**src/rtl/fetch_unit_pkg.sv**
```systemverilog
// Shared fetch-stage types: data width, reset PC, FSM encodings and the FIFO entry layout.
package fetch_unit_pkg;

    localparam int              XLEN             = 32;
    localparam logic [XLEN-1:0] RESET_PC_DEFAULT = 32'h0000_0000;
    localparam logic [XLEN-1:0] INSTR_BYTES      = 32'd4;

    typedef enum logic [1:0] {
        ST_IDLE  = 2'd0,
        ST_WAIT  = 2'd1,
        ST_DRAIN = 2'd2
    } fetch_state_t;

    typedef struct packed {
        logic [XLEN-1:0] pc;
        logic [XLEN-1:0] word;
    } fetch_entry_t;

    function automatic logic [XLEN-1:0] word_align(input logic [XLEN-1:0] addr);
        return {addr[XLEN-1:2], 2'b00};
    endfunction

endpackage

```
**src/rtl/sync_fifo.sv**
```systemverilog
// Generic synchronous FIFO with flush and occupancy count.
// Head visible the cycle after the push edge; push on full accepted only alongside a pop.
module sync_fifo #(
    parameter int WIDTH = 64,
    parameter int DEPTH = 2
) (
    input  logic                     clk,
    input  logic                     reset_n,
    input  logic                     push,
    input  logic [WIDTH-1:0]         push_dat,
    input  logic                     pop,
    input  logic                     flush,
    output logic [WIDTH-1:0]         pop_dat,
    output logic                     full,
    output logic                     empty,
    output logic [$clog2(DEPTH):0]   count
);

    localparam int            AW      = $clog2(DEPTH);
    localparam logic [AW:0]   PTR_ONE = {{AW{1'b0}}, 1'b1};
    localparam logic [AW:0]   DEPTH_C = (AW+1)'(DEPTH);

    logic [WIDTH-1:0] mem [DEPTH];
    logic [AW:0]      wr_ptr;
    logic [AW:0]      rd_ptr;
    logic             do_push;
    logic             do_pop;

    assign count   = wr_ptr - rd_ptr;
    assign full    = (count == DEPTH_C);
    assign empty   = (count == '0);
    assign do_push = push && !flush && (!full || pop);
    assign do_pop  = pop && !empty;
    assign pop_dat = mem[rd_ptr[AW-1:0]];

    always_ff @(posedge clk or negedge reset_n) begin
        if (!reset_n) begin
            wr_ptr <= '0;
            rd_ptr <= '0;
        end else if (flush) begin
            wr_ptr <= '0;
            rd_ptr <= '0;
        end else begin
            if (do_push) wr_ptr <= wr_ptr + PTR_ONE;
            if (do_pop)  rd_ptr <= rd_ptr + PTR_ONE;
        end
    end

    // Storage is cleared on reset so the head reads as zero out of reset.
    always_ff @(posedge clk or negedge reset_n) begin
        if (!reset_n) begin
            for (int i = 0; i < DEPTH; i++) mem[i] <= '0;
        end else if (do_push) begin
            mem[wr_ptr[AW-1:0]] <= push_dat;
        end
    end

endmodule

```
**src/rtl/fetch_unit.sv**
```systemverilog
// Instruction fetch: one outstanding memory read, prefetch FIFO toward decode, redirect flush.
// Request issues the cycle after IDLE; instruction valid the cycle after the ack edge.
// Stops requesting when the FIFO would be full; instr_ready low holds the head.
module fetch_unit
    import fetch_unit_pkg::*;
#(
    parameter logic [XLEN-1:0] RESET_PC = RESET_PC_DEFAULT,
    parameter int              DEPTH    = 2
) (
    input  logic            clk,
    input  logic            reset_n,
    output logic            mem_req,
    output logic [XLEN-1:0] mem_addr,
    input  logic            mem_ack,
    input  logic [XLEN-1:0] mem_rdata,
    input  logic            redirect_valid,
    input  logic [XLEN-1:0] redirect_pc,
    output logic            instr_valid,
    output logic [XLEN-1:0] instr,
    output logic [XLEN-1:0] instr_pc,
    input  logic            instr_ready
);

    localparam int            CW      = $clog2(DEPTH) + 1;
    localparam logic [CW-1:0] DEPTH_C = CW'(DEPTH);

    fetch_state_t    state;
    fetch_state_t    state_nxt;
    logic [XLEN-1:0] pc;
    logic [XLEN-1:0] pc_nxt;
    logic [XLEN-1:0] req_addr;

    logic            fifo_push;
    logic            fifo_pop;
    logic            fifo_full;
    logic            fifo_empty;
    logic [CW-1:0]   fifo_count;
    logic [CW-1:0]   occ_after;
    fetch_entry_t    push_ent;
    fetch_entry_t    head_ent;

    assign fifo_pop  = instr_valid && instr_ready;
    assign fifo_push = (state == ST_WAIT) && mem_ack && !redirect_valid;
    assign occ_after = fifo_count + CW'(1) - CW'(fifo_pop);
    assign push_ent  = '{pc: pc, word: mem_rdata};

    always_ff @(posedge clk or negedge reset_n) begin
        if (!reset_n) state <= ST_IDLE;
        else          state <= state_nxt;
    end

    always_comb begin
        state_nxt = state;
        case (state)
            ST_IDLE: begin
                if (!redirect_valid && !fifo_full) state_nxt = ST_WAIT;
            end
            ST_WAIT: begin
                if (redirect_valid)  state_nxt = mem_ack ? ST_IDLE : ST_DRAIN;
                else if (mem_ack)    state_nxt = (occ_after < DEPTH_C) ? ST_WAIT : ST_IDLE;
            end
            ST_DRAIN: begin
                if (mem_ack) state_nxt = ST_IDLE;
            end
            default: state_nxt = ST_IDLE;
        endcase
    end

    // The request address is registered separately so it holds through DRAIN
    // while pc already points at the redirect target.
    always_comb begin
        mem_req  = 1'b0;
        mem_addr = pc;
        case (state)
            ST_WAIT, ST_DRAIN: begin
                mem_req  = 1'b1;
                mem_addr = req_addr;
            end
            default: ;
        endcase
    end

    always_comb begin
        pc_nxt = pc;
        if (redirect_valid) pc_nxt = word_align(redirect_pc);
        else if (fifo_push) pc_nxt = pc + INSTR_BYTES;
    end

    always_ff @(posedge clk or negedge reset_n) begin
        if (!reset_n) begin
            pc       <= RESET_PC;
            req_addr <= RESET_PC;
        end else begin
            pc <= pc_nxt;
            if (state_nxt == ST_WAIT && (state != ST_WAIT || mem_ack))
                req_addr <= pc_nxt;
        end
    end

    sync_fifo #(
        .WIDTH ($bits(fetch_entry_t)),
        .DEPTH (DEPTH)
    ) u_fifo (
        .clk      (clk),
        .reset_n  (reset_n),
        .push     (fifo_push),
        .push_dat (push_ent),
        .pop      (fifo_pop),
        .flush    (redirect_valid),
        .pop_dat  (head_ent),
        .full     (fifo_full),
        .empty    (fifo_empty),
        .count    (fifo_count)
    );

    assign instr_valid = !fifo_empty;
    assign instr       = head_ent.word;
    assign instr_pc    = head_ent.pc;

endmodule

```
**config.mk**
```make
export PLATFORM = sky130hd
export DESIGN_NAME = fetch_unit
export DESIGN_NICKNAME = d
export VERILOG_FILES = /design/src/rtl/fetch_unit_pkg.sv /design/src/rtl/sync_fifo.sv /design/src/rtl/fetch_unit.sv
export SDC_FILE = /design/constraint.sdc
export NUM_CORES = 1
export LEC_CHECK = 0
export ABC_AREA = 1
export CAP_MARGIN = 25
export CORE_UTILIZATION = 35
export CTS_BUF_LIST = sky130_fd_sc_hd__clkbuf_4
export CTS_CLUSTER_SIZE = 14
export DETAILED_ROUTE_END_ITERATION = 7
export PLACE_DENSITY_LB_ADDON = 0.08
export SYNTH_ARGS = -nofsm -noshare
export SYNTH_HDL_FRONTEND = slang
export SYNTH_SLANG_ARGS = --single-unit
```
**constraint.sdc**
```tcl
create_clock -name clk -period 2.6 [get_ports clk]
set_input_delay 0.52 -clock clk [delete_from_list [all_inputs] [get_ports clk]]
set_output_delay 0.52 -clock clk [all_outputs]
set_load 0.01 [all_outputs]
```
Word-level counts from Yosys, hierarchy flattened --
Cells that the tools add are included. W data, S select, Z words.
Cells by class: reductions and logical operators 19, add/sub/neg operators 6, equal/unequal tests 5, muxes and demuxes 21, bitwise gates (word level) 2, $lt $le $gt $ge 4
Operators with widths (number):
- $mux W64 | 4
- $bwmux W128 | 1
- $mux W32 | 3
- $demux W64 S1 | 1
- $add A32 B3 Y32 const B | 1
- $mux W2 | 9
- $logic_and A1 B1 Y1 | 9
- $add A2 B1 Y2 const B | 3
- $pmux W2 S3 | 1
- $eq A2 B1 Y1 const B | 2
- $eq A2 B2 Y1 const B | 2
- $ge A2 B2 Y1 const B | 2
- $logic_not A2 Y1 | 2
- $not A1 Y2 | 2
- $reduce_bool A2 Y1 | 2
- $logic_not A1 Y1 | 3
- $logic_or A1 B1 Y1 | 2
- $lt A2 B1 Y1 const B | 1
- $lt A2 B2 Y1 const B | 1
- $mux W1 | 2
- $ne A2 B1 Y1 const B | 1
- $reduce_or A2 Y1 | 1
- $sub A2 B1 Y2 | 1
- $sub A2 B2 Y2 | 1
Word-level totals: bits of input ports 69, logic and storage cells 64, flip-flop bits (word level) 198

Depth between registers and ports, before layout --
Gate-level depths: netlist (run 1).
word-level depth 12, depth in mapped cells 15, gate-level depth less buffers 14

Hierarchy --
A second synthesis (run 1) with hierarchy kept.
Second synthesis, totals: cell total of the unflattened synthesis 1379, area total of the unflattened synthesis 10281.1 um^2
Modules (own cells, without submodules):
- sync_fifo | area each 6357.3 um^2, sequential area each 3303.2 um^2, instances 1, cells an instance 813
- fetch_unit | area each 3923.8 um^2, sequential area each 1651.6 um^2, instances 1, cells an instance 566

Least setup slack after synthesis (run 1) --
No wires, ideal clock.
kind register to output, start point reg state[0], end point out mem_addr[0], setup slack 0.558 ns, cell stages (with the launch flop) 7, arrival time 1.522 ns, path through dfrtp_1 > inv_1 > ha_1 > clkbuf_1 > clkbuf_1 > nand2_1 > o21ai_0
Between the ends: cells in the longest elaborated chain, start to end 3, elaborated cells on any way between the ends 4
Ends and longest elaborated chain:
- from (decl) | line fetch_unit.sv:27 | fetch_state_t state;
- from (signal assigned) | line fetch_unit.sv:49 | else state <= state_nxt;
- $eq A2 B1 Y1 or $eq A2 B2 Y1 (tied branches) | line fetch_unit.sv:74 | case (state)
- $reduce_or A2 Y1 * | line fetch_unit.sv:74
- $mux W32 * | line fetch_unit.sv:74
- to (decl) | line fetch_unit.sv:13 | output logic [XLEN-1:0] mem_addr,
Mark *: on every way between the ends. The rest lies on a longest branch, timed or not.

Worst setup path after layout (run 1) --
start point reg state[1], end point out mem_addr[5]
The elaborated chain is that of the path after synthesis.

==> summary.md, run 1 <==
| Metric | Value |
|---|---|
| Worst-case hold slack | `approximately 0.45 ns` |
| Run status | `finished clean` |
| Routability-driven placement congestion ratio | `about 0.85` |
| Library cell contributing the largest single delay on the critical path | `sky130_fd_sc_hd__dfrtp_1` |
| Cell with the most instances on the worst path | `sky130_fd_sc_hd__buf_8` |
| Reg2reg setup slack | `about 0.48 ns` |
| Net count, final | `roughly 1.5k` |
| Buf/Inv on CP | `4` |
| Post-Synthesis Mean Instance Area | `7.55 um^2` |
| Yosys cell types | `27` |
| Fin crit share | `0.958` |
| DIE WIDTH | `168 um` |
| Worst slew pin tran | `0.423 ns` |
| Fin crit period | `between 2 and 2.5 ns` |
| VDD IR max | `0.458 mV` |
| Final Hold Violating Endpoints | `0` |
| Final count of negative-setup-slack endpoints | `0` |
| Layout fillers | `2832` |
| Sequence of cells on the critical path | `inv_2, ha_4, buf_8, buf_8, nand2_1, o21ai_1, clkdlybuf4s15_2` |
| Antenna violations before repair | `1` |
| Count of standard-cell rows | `60` |
| Initial core utilization | `0.356` |
| Worst Setup End Kind | `primary output` |
| Unrepaired setup endpoints after global routing | `yes` |
| Wire length of the first global-routing pass | `42300 um` |
| Max FO, Critical Path | `12` |
| Worst Path Class, Setup | `register to primary output` |
| Number of DRC violations after detailed routing | `0` |
| Static leakage power | `6.28 nW` |
| Clock slew seen by the registers of the worst setup and hold paths | `0.16 ns` |
| Htree depth | `4` |
| Max Root-Sink Buffers | `2` |
| Finished Core Util | `0.447` |
| Total global routing overflow | `0` |
| Total routing resource utilization after global routing | `0.192` |
| Endpoint arrival time on the critical path | `1.97 ns` |
| Combined flip-flop and latch cell area | `about 5000 um^2` |
| Register-to-Register Path Depth | `12` |
| Kind of cell adding the most delay to the critical path | `buffers and inverters` |
| Number of clock sinks | `around 200` |
| Number of pins with negative max-slew slack in the final report | `0` |
| Reg-to-reg critical path endpoint | `u_fifo.mem[47]` |
| Maximum number of pins on one net before global-route repair | `slightly above 100` |
| Proportion of layout cells with a drive suffix above 1 | `0.0976` |
| Cts bufs inserted | `17` |
| Clock Tree Root | `sky130_fd_sc_hd__clkbuf_4` |
| Post-Synthesis Cells | `1272` |
| Number of nets produced by synthesis | `approximately 1.3k` |
| Total Routed Length | `26200 um` |
| CTS tree | `done` |
| Via count | `8356` |
| Power density relative to cell area | `1070 nW/um^2` |
| Req. time, crit path | `2.08 ns` |
| Delay contributed by the slowest stage of the critical path | `0.39 ns` |
| Max Clk Rate | `approximately 0.40 GHz` |
| Final worst-path setup slack | `0.110 ns` |
| Reg2reg start | `u_fifo.wr_ptr[0]` |
| Number of nets still failing antenna checks after routing | `0` |
| Max-capacitance violation count | `0` |
| Warnings, synthesis | `0` |
| Via count of the first global-routing pass | `7859` |
| Die outline area | `28100 um^2` |
| Proportion of synthesized chip area in sequential cells | `0.516` |
| Relative slew slack | `0.718` |
| Post-Place Worst Slack | `0.116 ns` |
| Vertical die dimension | `168 um` |
| Area of the multi-input gates | `3970 um^2` |
| Pre-Repair DR Iteration Count | `5` |
| Num ports | `roughly 170` |
| Cell area after synthesis | `between 9000 and 10000 um^2` |
| Critical path startpoint category | `register` |
| DPL Wire Length | `17600 um` |
| Routed via count divided by cell count | `4.68` |
| Number of synthesized register bits | `just under 200` |
| Worst min-delay path category | `primary input to async pin` |
| Clock latency reported for the late side of the worst-skew pair | `0.57 ns` |
| Initial drt markers | `536` |
| Routed length per placed instance | `14.7 um` |
| Core region area | `~27000 um^2` |
| Port Buffer Count | `around 160` |
| Layout overhead on the synthesized area | `25.5%` |
| Clock tree skew after final layout | `around 0.029 ns` |
[metal layers]
metal | wire [um] | GRT usage
met3 | 888 | 0.0300
met1 | 13100 | 0.272
met4 | 207 | 0.0363
met2 | 12100 | 0.311
met5 | 0 | 0
[layout make-up]
class / count / share of cell area
clock inverter: 12 / 0.00996
timing repair buffer: 204 / 0.171
clock buffer: 20 / 0.0125
tap: 341 / 0.0354
multi-input combinational: 916 / 0.330
antenna: 1 / 0.000208
inverter: 95 / 0.0300
sequential: 198 / 0.411
[logic make-up after synthesis]
kind of cell	synth area share
simple gates	0.292
flops	0.516
compound gates	0.103
buf+inv	0.0796
fa+ha+maj	0.00782
xor+xnor	0.00182
[Yosys cell counts, drive strengths merged]
| cell | count | area, um^2 |
|---|---|---|
| clkbuf | 22 | 82.6 |
| xor2 | 2 | 17.5 |
| inv | 95 | 357 |
| nand3 | 42 | 220 |
| buf | 41 | 325 |
| nand4 | 6 | 37.5 |
| nor2 | 55 | 231 |
| a31o | 1 | 8.76 |
| nand2 | 609 | 2310 |
| a21oi | 11 | 58.8 |
| nor3 | 1 | 5.00 |
| o211ai | 3 | 22.5 |
| or2 | 1 | 6.26 |
| dfrtp | 198 | 4950 |
| o21ai | 179 | 896 |
| ha | 6 | 75.1 |
[cells in the final DEF (no fill, tap or decap), drive strengths merged, types with 2 or more instances in the layout]
cell and count:
nand2 609, dfrtp 198, o21ai 179, inv 98, clkdlybuf4s50 70, nor2 55, buf 52, dlygate4sd2 49
nand3 42, clkbuf 25, clkdlybuf4s15 22, a21oi 11, nand4 6, ha 6, clkinvlp 5, o211ai 3
dlymetal6s2s 3, clkinv 3, xor2 2, bufbuf 2
[flip-flops by register name, summed over array words and instances (netlist names)]
register	cells
u_fifo.wr_ptr	2
state	2
req_addr	32
u_fifo.mem	128
pc	32
u_fifo.rd_ptr	2
[worst max path at each step]
| stage | start | cells past startpoint | slack (ns) | to |
|---|---|---|---|---|
| finish | state[1] | 7 | 0.11 | mem_addr[5] |
| floorplan | state[0] | 6 | 0.56 | mem_addr[0] |
| detailed placement | redirect_valid | 9 | 0.12 | req_addr[12] |
| CTS | state[0] | 5 | 0.0008 | mem_addr[29] |
| global placement | state[0] | 5 | 0.13 | mem_addr[31] |
| global route | state[1] | 7 | -0.02 | mem_addr[5] |
[metrics by stage]
| step | cell area, um^2 | instances | TNS (ns) | power, mW |
|---|---|---|---|---|
| after floorplan | 9600 | 1272 | 0 | 8.17 |
| final | 12100 | 1787 | 0 | 12.9 |
| after global placement | 11600 | 1742 | 0 | 11.4 |
| after CTS | 12000 | 1782 | 0 | 13.1 |
| after global routing | 12100 | 1787 | -0.0169 | 14.0 |
| after detailed placement | 11600 | 1742 | 0 | 11.5 |
[repair_timing]
action | 4_1_cts | 5_1_grt
hold buffers | 1 | 0
resized for setup | 191 | 45
buffers inserted | 4 | 4
endpoints found under the hold margin | 43 | 0
cloned | 3 | 0
endpoints found under the setup margin | 97 | 51
[report_power, final]
group	internal (mW)	switching, mW
Combinational	2.84	3.69
Sequential	4.16	0.571
Clock	0.524	1.10
(Power assumes the default switching activity.)
==> run 2, diff against run 1 <==
CTS_BUF_LIST = default   (was sky130_fd_sc_hd__clkbuf_4)
==> run 2 against run 1 <==
  * Global-route usage decreased by 0.11 points
  * Via count down 0.71%
  * Die area did not move
  * Critical endpoint is now mem_addr[12]
==> summary.md, run 2 (synthesis results as in run 1) <==
| Metric | Value |
|---|---|
| Total Routed Length | `25900 um (-1.1%)` |
| DPL Wire Length | `17600 um (unchanged)` |
| Pre-Repair DR Iteration Count | `5 (unchanged)` |
| Number of DRC violations after detailed routing | `0 (unchanged)` |
| Worst min-delay path category | `primary input to async pin` |
| Register-to-Register Path Depth | `12 (unchanged)` |
| Max-capacitance violation count | `0 (unchanged)` |
| Final Hold Violating Endpoints | `0 (unchanged)` |
| VDD IR max | `0.440 mV (-4.1%)` |
| Max Root-Sink Buffers | `2 (unchanged)` |
| Met2 usage | `0.309 (-0.00236)` |
| Clock slew seen by the registers of the worst setup and hold paths | `0.07 ns (-0.09 ns)` |
| Max FO, Critical Path | `22 (+10)` |
| Vertical die dimension | `168 um (unchanged)` |
| Met3 GRT Util | `0.0331 (+0.00307)` |
| Fin crit period | `2.52 ns (+0.0265 ns)` |
| Fin crit share | `0.968 (+0.0102)` |
| Clock latency reported for the late side of the worst-skew pair | `0.44 ns (-0.13 ns)` |
| DIE WIDTH | `168 um (unchanged)` |
| Final count of negative-setup-slack endpoints | `0 (unchanged)` |
| Routed via count divided by cell count | `4.67 (about the same)` |
| Met1 Usage GRT | `0.270 (-0.00285)` |
| Register with the most flip-flops | `u_fifo.mem` |
| Wire length of the first global-routing pass | `42100 um (-0.51%)` |
| Total global routing overflow | `0 (unchanged)` |
| Reg-to-reg critical path endpoint | `u_fifo.mem[43]` |
| Internal power component | `8.49 mW (+13%)` |
| CTS tree | `done` |
| Static leakage power | `6.16 nW (-1.8%)` |
| Num ports | `167 (unchanged)` |
| Number of clock sinks | `198 (unchanged)` |
| Number of pins with negative max-slew slack in the final report | `0 (unchanged)` |
| Total routing resource utilization after global routing | `0.191 (-0.00112)` |
| Proportion of total power due to net switching | `0.387 (-0.0285)` |
| Registers with the most flip-flops | `u_fifo.mem x128, pc x32, req_addr x32` |
| Layout overhead on the synthesized area | `27.4%` |
| Finished Core Util | `0.454 (+0.00669)` |
| Cts bufs inserted | `17 (unchanged)` |
| Run status | `finished clean` |
| Proportion of layout cells with a drive suffix above 1 | `0.0620 (-0.0356)` |
| Sequential cell fraction of total power | `0.343 (-0.024)` |
| Relative slew slack | `0.716 (-0.00176)` |
| Initial drt markers | `595 (+11%)` |
| Number of flip-flops in the largest register | `128 (unchanged)` |
| Layout fillers | `2805 (-0.95%)` |
| Critical path startpoint category | `register` |
| Power density relative to cell area | `1130 nW/um^2 (+6.0%)` |
| Routed length per placed instance | `14.6 um (-0.47%)` |
| Port Buffer Count | `164 (unchanged)` |
| Count of standard-cell rows | `60 (unchanged)` |
| Final worst-path setup slack | `0.0833 ns (-0.0265 ns)` |
| Antenna violations before repair | `0 (-1)` |
| Reg2reg start | `u_fifo.wr_ptr[0]` |
| Net count, final | `1497 (-0.66%)` |
| Aggregate negative setup slack | `0 ns (unchanged)` |
| Top Usage Layer GRT | `met2` |
| DP Cell Count | `1742 (unchanged)` |
| Power spent charging and discharging nets | `5.37 mW (+0.24%)` |
| Routability-driven placement congestion ratio | `0.850 (unchanged)` |
| Capturing instance or port of the critical path | `mem_addr[12]` |
| Htree depth | `4 (unchanged)` |
| Maximum number of pins on one net before global-route repair | `101 (unchanged)` |
| Clock tree skew after final layout | `0.0202 ns (-0.00866 ns)` |
| Endpoint arrival time on the critical path | `2.00 ns (+0.03 ns)` |
| Number of nets still failing antenna checks after routing | `0 (unchanged)` |
| Commonest non-fill, non-tap cells in the layout | `605 x sky130_fd_sc_hd__nand2_1, 197 x sky130_fd_sc_hd__dfrtp_1, 129 x sky130_fd_sc_hd__clkdlybuf4s50_1` |
| Count of non-filler cells in the finished layout | `1776 (-0.62%)` |
| Via count of the first global-routing pass | `7861 (+0.025%)` |
| Number of antenna diodes | `0 (-1)` |
| Worst-case hold slack | `0.0357 ns (-0.418 ns)` |
| Leading cell type in the layout, fill and taps excluded | `sky130_fd_sc_hd__nand2_1` |
| Initial core utilization | `0.356 (unchanged)` |
| Post-Place Worst Slack | `0.116 ns (unchanged)` |
| Max Clk Rate | `0.397 GHz (-1.1%)` |
| Worst Path Class, Setup | `register to primary output` |
| Worst slew pin tran | `0.426 ns (+0.00264 ns)` |
| Via count | `8297 (-0.71%)` |
| Unrepaired setup endpoints after global routing | `no` |
| Reg2reg setup slack | `0.46 ns (-0.02 ns)` |
| Clock Tree Root | `sky130_fd_sc_hd__clkbuf_16` |
| Die outline area | `28100 um^2 (unchanged)` |
| Req. time, crit path | `2.08 ns (about the same)` |
| CP startpoint | `state[0]` |
| Worst Setup End Kind | `primary output` |
| Relative contribution of the clock network to total power | `0.185 (+0.059)` |
| Core region area | `27000 um^2 (unchanged)` |
| Part of the power in combinational logic | `0.472 (-0.035)` |
## run 2: cell count changes in the layout (fill, tap and decap cells not counted), sizes merged, moves of 3 or more
cell,previous run,this run
clkdlybuf4s50,70,129
buf,52,29
dlygate4sd2,49,30
clkbuf,25,22
dlymetal6s2s,3,0
clkdlybuf4s15,22,3
## run 2: final cells by class
| class | instances | area [um^2] | area share |
|---|---|---|---|
| Clock inverter | 12 | 120 | 0.00982 |
| Timing Repair Buffer | 194 | 2020 | 0.165 |
| Sequential cell | 198 | 4960 | 0.405 |
| Tap cell | 341 | 427 | 0.0349 |
| Clock buffer | 20 | 437 | 0.0357 |
| Inverter | 95 | 359 | 0.0293 |
| Multi-Input combinational cell | 916 | 3920 | 0.320 |
## run 2: worst min path at each step
stage                     cells after the start         start        endpoint  slack, ns
final                                         1       reset_n  u_fifo.mem[71]       0.04
after global routing                          1       reset_n  u_fifo.mem[71]       0.05
after CTS                                     1       reset_n  u_fifo.mem[71]       0.04
after detailed placement                      2   req_addr[0]     req_addr[0]       0.46
after global placement                        2  req_addr[23]    req_addr[23]       0.45
after floorplan                               0       reset_n           pc[0]       0.22
## run 2: per-layer routing
layer / vias up / routed length, um
met3: 11 / 873
met4: 0 / 172
met2: 163 / 11800
li1: 4263 / -
met5: - / 0
met1: 3860 / 13100
## run 2: worst max-delay path: stages, from the launching register on
cell	delay (ns)
sky130_fd_sc_hd__dfrtp_1	0.40
sky130_fd_sc_hd__inv_2	0.12
sky130_fd_sc_hd__ha_4	0.24
sky130_fd_sc_hd__bufbuf_16	0.30
sky130_fd_sc_hd__o21ai_0	0.22
sky130_fd_sc_hd__dlygate4sd2_1	0.30
## run 2: metrics by stage
stage          power [mW]  area (um^2)
2_1_floorplan        8.17         9600
3_3_place_gp         11.4        11600
3_5_place_dp         11.5        11600
4_1_cts              14.1        12200
5_1_grt              15.0        12200
6_report             13.9        12200
## run 2: power by group through the flow
stage / logic (mW) / clock network, mW / registers, mW
after floorplan: 3.49 / 0 / 4.68
after detailed placement: 6.67 / 0 / 4.80
final: 6.54 / 2.57 / 4.75
after global routing: 7.30 / 2.78 / 4.89
after CTS: 6.67 / 2.66 / 4.74
after global placement: 6.61 / 0 / 4.77
## run 2: repair_timing
item	4_1_cts	5_1_grt
hold buffers	0	0
endpoints found under the hold margin	0	0
pin swaps	0	0
resized for setup	50	9
setup buffers	1	0
cloned	1	0
setup endpoints to repair	38	13
